File: config.mk
export PLATFORM = sky130hd
export DESIGN_NAME = ew_threat_logger
export DESIGN_NICKNAME = d
export VERILOG_FILES = /design/src/rtl/ew_sim_pkg.sv /design/src/rtl/ew_log_fifo.sv /design/src/rtl/ew_threat_logger.sv
export SDC_FILE = /design/constraint.sdc
export NUM_CORES = 1
export LEC_CHECK = 0
export CELL_PAD_IN_SITES_DETAIL_PLACEMENT = 2
export CELL_PAD_IN_SITES_GLOBAL_PLACEMENT = 2
export CORE_MARGIN = 10
export CORE_UTILIZATION = 35
export CTS_CLUSTER_DIAMETER = 50
export DETAILED_ROUTE_END_ITERATION = 6
export PLACE_DENSITY_LB_ADDON = 0.1
export SLEW_MARGIN = 25
export SYNTH_ARGS = -nofsm -noshare
export SYNTH_HDL_FRONTEND = slang
export SYNTH_SLANG_ARGS = --single-unit
File: constraint.sdc
create_clock -name clk -period 7.5 [get_ports clk]
set_input_delay 0.75 -clock clk [delete_from_list [all_inputs] [get_ports clk]]
set_output_delay 0.75 -clock clk [all_outputs]
set_load 0.03 [all_outputs]
File: src/rtl/ew_sim_pkg.sv
// Shared types and constants for the EW simulation slice.
package ew_sim_pkg;

  // State codes driven by ew_sim_top; code 7 is unused and treated as invalid.
  typedef enum logic [2:0] {
    StIdle           = 3'd0,
    StJammed         = 3'd1,
    StSpoofDetected  = 3'd2,
    StAuthenticating = 3'd3,
    StRecovery       = 3'd4,
    StLogging        = 3'd5,
    StThreatKnown    = 3'd6
  } ew_state_e;

  // Log record. The timestamp is parameterised per instance, so it sits in front of this
  // fixed-width part: rd_data = {ts, log_entry_t}. Raw codes are kept so 7 can be logged.
  typedef struct packed {
    logic [2:0] prev_state;
    logic [2:0] new_state;
    logic [1:0] channel;
    logic       fault;
  } log_entry_t;

  localparam int unsigned EntryTailW = $bits(log_entry_t);

  localparam ew_state_e THREAT_STATES [3] = '{StJammed, StSpoofDetected, StThreatKnown};

  // True when a raw state code is one of the threat states.
  function automatic logic is_threat(logic [2:0] code);
    logic hit;
    hit = 1'b0;
    for (int i = 0; i < 3; i++) begin
      if (code == THREAT_STATES[i]) hit = 1'b1;
    end
    return hit;
  endfunction

endpackage

File: src/rtl/ew_log_fifo.sv
// Synchronous FIFO; a push while full is accepted only when a pop happens on the same edge.
module ew_log_fifo #(
  parameter int unsigned DEPTH = 16,
  parameter int unsigned WIDTH = 8,
  localparam int unsigned AW = $clog2(DEPTH)
) (
  input  logic             clk_i,
  input  logic             rst_ni,   // synchronous, active-low
  input  logic             push_i,
  input  logic [WIDTH-1:0] data_i,
  input  logic             pop_i,
  output logic [WIDTH-1:0] data_o,
  output logic             full_o,
  output logic             empty_o,
  output logic             push_ok_o,
  output logic [AW:0]      count_o
);

  logic [WIDTH-1:0] mem_q [DEPTH];
  logic [AW-1:0]    wr_ptr_q, rd_ptr_q;
  logic [AW:0]      count_q, count_d;
  logic             pop_ok;

  // Accept/pop qualification and occupancy next-state.
  always_comb begin
    full_o    = (count_q == (AW + 1)'(DEPTH));
    empty_o   = (count_q == '0);
    push_ok_o = push_i && (!full_o || pop_i);
    pop_ok    = pop_i && !empty_o;
    count_d   = count_q;
    unique case ({push_ok_o, pop_ok})
      2'b10:   count_d = count_q + 1'b1;
      2'b01:   count_d = count_q - 1'b1;
      default: count_d = count_q;
    endcase
    // Head is forced to zero while empty so storage never needs clearing.
    data_o  = empty_o ? '0 : mem_q[rd_ptr_q];
    count_o = count_q;
  end

  // Pointer and occupancy registers.
  always_ff @(posedge clk_i) begin
    if (!rst_ni) begin
      wr_ptr_q <= '0;
      rd_ptr_q <= '0;
      count_q  <= '0;
    end else begin
      if (push_ok_o) wr_ptr_q <= wr_ptr_q + 1'b1;
      if (pop_ok)    rd_ptr_q <= rd_ptr_q + 1'b1;
      count_q <= count_d;
    end
  end

  // Storage write; contents are left as-is on reset.
  always_ff @(posedge clk_i) begin
    if (push_ok_o) mem_q[wr_ptr_q] <= data_i;
  end

endmodule

File: src/rtl/ew_threat_logger.sv
// Timestamped recorder of FSM transitions and fault rises from ew_sim_top.
module ew_threat_logger
  import ew_sim_pkg::*;
#(
  parameter int unsigned DEPTH = 16,
  parameter int unsigned TS_W  = 16
) (
  input  logic                     clk,
  input  logic                     reset,        // synchronous, active-low
  input  logic [2:0]               fsm_state,
  input  logic [1:0]               comm_channel,
  input  logic                     system_fault,
  input  logic                     rd_ready,
  output logic                     rd_valid,
  output logic [TS_W+8:0]          rd_data,
  output logic [$clog2(DEPTH):0]   count,
  output logic [7:0]               overflow_cnt,
  output logic [7:0]               threat_cnt,
  output logic                     threat_irq
);

  localparam int unsigned EntryW = TS_W + EntryTailW;

  logic [TS_W-1:0]   ts_q;
  logic              primed_q;
  logic [2:0]        last_state_q;
  logic              last_fault_q;
  logic [7:0]        overflow_cnt_q, threat_cnt_q;
  logic              threat_irq_q;

  logic              event_hit, pop, push_ok, fifo_full, fifo_empty, dropped;
  log_entry_t        tail;
  logic [EntryW-1:0] entry;

  // Event detection and entry assembly; a coincident state change and fault rise is one event.
  always_comb begin
    event_hit = primed_q &&
                ((fsm_state != last_state_q) || (system_fault && !last_fault_q));
    tail.prev_state = last_state_q;
    tail.new_state  = fsm_state;
    tail.channel    = comm_channel;
    tail.fault      = system_fault;
    entry           = {ts_q, tail};
    pop             = rd_valid && rd_ready;
    dropped         = event_hit && !push_ok;
  end

  ew_log_fifo #(
    .DEPTH (DEPTH),
    .WIDTH (EntryW)
  ) u_fifo (
    .clk_i     (clk),
    .rst_ni    (reset),
    .push_i    (event_hit),
    .data_i    (entry),
    .pop_i     (pop),
    .data_o    (rd_data),
    .full_o    (fifo_full),
    .empty_o   (fifo_empty),
    .push_ok_o (push_ok),
    .count_o   (count)
  );

  // Timestamp, history tracking and saturating statistics.
  always_ff @(posedge clk) begin
    if (!reset) begin
      ts_q           <= '0;
      primed_q       <= 1'b0;
      last_state_q   <= '0;
      last_fault_q   <= 1'b0;
      overflow_cnt_q <= '0;
      threat_cnt_q   <= '0;
      threat_irq_q   <= 1'b0;
    end else begin
      ts_q         <= ts_q + 1'b1;
      primed_q     <= 1'b1;
      // Loaded every cycle: this is both the priming load and the per-cycle history update.
      last_state_q <= fsm_state;
      last_fault_q <= system_fault;
      if (dropped && (overflow_cnt_q != 8'hFF)) overflow_cnt_q <= overflow_cnt_q + 1'b1;
      threat_irq_q <= push_ok && is_threat(fsm_state);
      if (push_ok && is_threat(fsm_state) && (threat_cnt_q != 8'hFF)) begin
        threat_cnt_q <= threat_cnt_q + 1'b1;
      end
    end
  end

  // Output mapping.
  always_comb begin
    rd_valid     = !fifo_empty;
    overflow_cnt = overflow_cnt_q;
    threat_cnt   = threat_cnt_q;
    threat_irq   = threat_irq_q;
  end

endmodule

==> results.py <==
metrics = {
    "detailed_routing": {
        "dr.pass1.iters": 4,
        "num_vias": 8795,
        "drt-initial-drc-count": 492,
        "drt-total-wl_um": 44500,
        "wl_per_cell_um": 26.1,
        "via_per_inst": 5.16,
        "antenna_left": 0,
        "drc": 0,
    },
    "die": {
        "rows": 82,
        "die_w_um": 246,
        "initial_utilization_pct": 35.5,
        "die_area_um2": 60300,
        "core_area_um2": 50200,
        "die_y_um": 246,
        "ios": 57,
    },
    "grt": {
        "grt_pass1_vias": 10000,
        "grt.total_usage_pct": 14.9,
        "grt_pass1_wl_um": 67100,
        "gr-total-overflow": 0,
        "grt_max_degree": 101,
        "antenna_found_initial": 1,
    },
    "critical_path": {
        "start_kind": "primary input",
        "crit_type": "in2reg",
        "ff2ff_path_depth": 12,
        "worstPathRequired_ns": 8.00,
        "critPathArrivalTime_ns": 4.93,
        "crit_fanout": 19,
        "reg2reg_slack_ns": 3.42,
        "cp-end-kind": "flop",
    },
    "layout": {
        "n_fill_cell": 4689,
        "final_nets": 1009,
        "antenna_cells": 0,
        "area_growth_pct": 18.2,
        "final_common_cell": "edfxtp_1",
        "final_cell_mix": "400 x edfxtp_1, 100 x mux4_2, 57 x clkbuf_16, 56 x clkdlybuf4s50_1, 55 x mux2i_1",
        "design_area_um2": 21000,
        "drive_gt1_share_pct": 22.3,
    },
    "synth": {
        "async_flop_share_pct": 0,
        "yosys_warnings": 0,
        "synth_adder_area_share_pct": 0.844,
        "ys_seq_area_share_pct": 73.7,
        "synthMuxAreaShare_pct": 15.7,
        "synth_xor_area_share_pct": 1.65,
        "synthSimpleGateAreaFrac_pct": 4.79,
        "synth_top_area_share_pct": 67.5,
        "synthTopCellsByArea": "edfxtp_1 67%, mux4_2 13%, dfxtp_1 6.2%, mux2i_1 3.1%, o22ai_1 0.91%",
        "syn_area_um2": 17800,
        "synth_edf_count": 400,
        "syn_inst": 910,
        "synth_compound_area_share_pct": 2.12,
        "synth_nets": 931,
        "syn_avg_cell_area_um2": 19.6,
        "ys.flop_type": "edfxtp_1",
        "synthDistinctLibCells": 49,
        "synth_top_family_by_area": "multiplexers",
        "synth_top_area_cell": "edfxtp_1",
        "ys_ff_latch": 455,
    },
    "hold_path": {
        "whs_path_depth": 2,
        "min_path_type": "reg2reg",
    },
    "job": {
        "maxCapViolCount": 0,
    },
    "clock_tree": {
        "h-tree-depth": 2,
        "cts_hold_buffers": 0,
        "ctsRootBufferMaster": "clkbuf_16",
        "clk_path_buf_depth": 3,
        "cts_buffers": 55,
        "cts_tree": "done",
        "clkLatencyLatePin_ns": 0.60,
        "cts_resized": 0,
        "clock_sinks": 455,
        "postCtsSetupBuffers": 0,
        "clk_pin_slew_ns": 0.06,
    },
    "placed_design": {
        "dp_hpwl_um": 23300,
        "portBuffers": 56,
        "place_area_um2": 19100,
        "gp_congestion": 0.705,
    },
    "sta": {
        "skew_ns": 0.0200,
        "maxSlewHeadroom_pct": 31.9,
        "final_max_slew_viol_count": 0,
        "post-route-min-period_ns": 4.43,
        "fmax_ghz": 0.226,
        "hold_viol_final": 0,
        "worst_pin_slew_ns": 1.02,
        "fin_crit_sh_pct": 59.1,
        "setup_tns_ns": 0,
        "grt_setup_unrepaired": "no",
        "setup_viol": 0,
    },
    "power": {
        "p_per_area_nw_per_um2": 342,
        "p_leak_nw": 6.46,
        "vdd_drop_max_mv": 0.225,
    },
    "outcome": {
        "status": "finished clean",
    },
}
[layout make-up]
type | instances | area, µm² | share of cell area [%]
Clock inverter | 31 | 352 | 1.67
Timing Repair Buffer | 65 | 644 | 3.06
Sequential cell | 455 | 13100 | 62.4
Tap cell | 672 | 841 | 4.00
Inverter | 8 | 30.0 | 0.143
Clock buffer | 72 | 1540 | 7.33
Multi-Input combinational cell | 403 | 4500 | 21.4
[routing by layer]
layer / vias to the layer above / global-route usage [%] / part of all wire [%]
li1: 3865 / - / -
met3: 70 / 2.63 / 4.6
met2: 164 / 24.3 / 48
met1: 4696 / 20.0 / 45
met4: 0 / 4.81 / 2.2
met5: - / 0 / 0
[stage by stage]
| stage | utilization (%) | setup slack, ns | power, mW | std cells | hold slack (ns) |
|---|---|---|---|---|---|
| 2_1_floorplan | - | 4.07 | 3.98 | 910 | 0.482 |
| 4_1_cts | 41.9 | 3.05 | 7.32 | 1706 | 0.517 |
| 3_5_place_dp | 38.1 | 2.44 | 4.55 | 1603 | 0.505 |
| 6_report | 41.9 | 3.07 | 7.20 | 1706 | 0.505 |
| 5_1_grt | 41.9 | 2.68 | 7.50 | 1706 | 0.548 |
| 3_3_place_gp | 38.1 | 2.57 | 4.54 | 1603 | 0.494 |
[logic make-up after synthesis]
group,count (synthesis)
compound gates,56
buf+inv,52
simple gates,149
fa+ha+maj,12
xor+xnor,31
mux,155
flops,455
[cells in the mapped netlist, types with 2 or more instances]
cell / number
xor2_1: 15
and3_1: 6
o21ai_0: 7
nor4_4: 2
nand3b_1: 2
buf_1: 5
buf_2: 12
and4_1: 10
nand3_1: 17
a21oi_1: 9
inv_1: 7
nand2b_1: 4
and2_1: 16
or3_1: 5
nor4_1: 3
ha_1: 12
dfxtp_1: 55
nor3b_1: 4
mux2i_1: 55
xor2_2: 3
a21o_1: 3
nor2b_1: 4
nand2_1: 19
nand4_1: 10
mux4_2: 100
nor2_1: 36
clkbuf_1: 27
nor3_1: 5
edfxtp_1: 400
xnor2_1: 13
o22ai_1: 26
[power breakdown]
group / switching, mW / leakage, nW / internal (mW)
logic: 0.902 / 1.45 / 0.686
registers: 0.0571 / 4.09 / 2.81
clock network: 1.08 / 0.919 / 1.66
total: 2.04 / 6.46 / 5.16
[registers in the layout, summed over array words and instances, names as in the netlist, named ones only]
signal,count
u_fifo.rd_ptr_q,4
threat_irq,1
last_fault_q,1
u_fifo.wr_ptr_q,4
ts_q,16
overflow_cnt,8
primed_q,1
u_fifo.count_o,5
threat_cnt,8
last_state_q,3
u_fifo.mem_q,400
[critical path, stage by stage]
cell	delay [ns]
clkdlybuf4s50_1	0.92
xor2_2	0.20
o41ai_4	0.94
nor2_2	0.23
inv_2	0.22
ha_1	0.43
xor2_1	0.18
ha_1	0.21
nor2_1	0.06
nor3b_1	0.17
o21ai_0	0.15
o311a_1	0.35
o311ai_0	0.09
[final timing paths]
| path | start | end |
|---|---|---|
| worst min-delay path | threat_cnt[1] | threat_cnt[1] |
| worst max register to register | last_state_q[2] | u_fifo.count_o[4] |
| worst min register to register | threat_cnt[1] | threat_cnt[1] |
| worst max-delay path | fsm_state[2] | u_fifo.count_o[4] |
(Power assumes the default switching activity.)
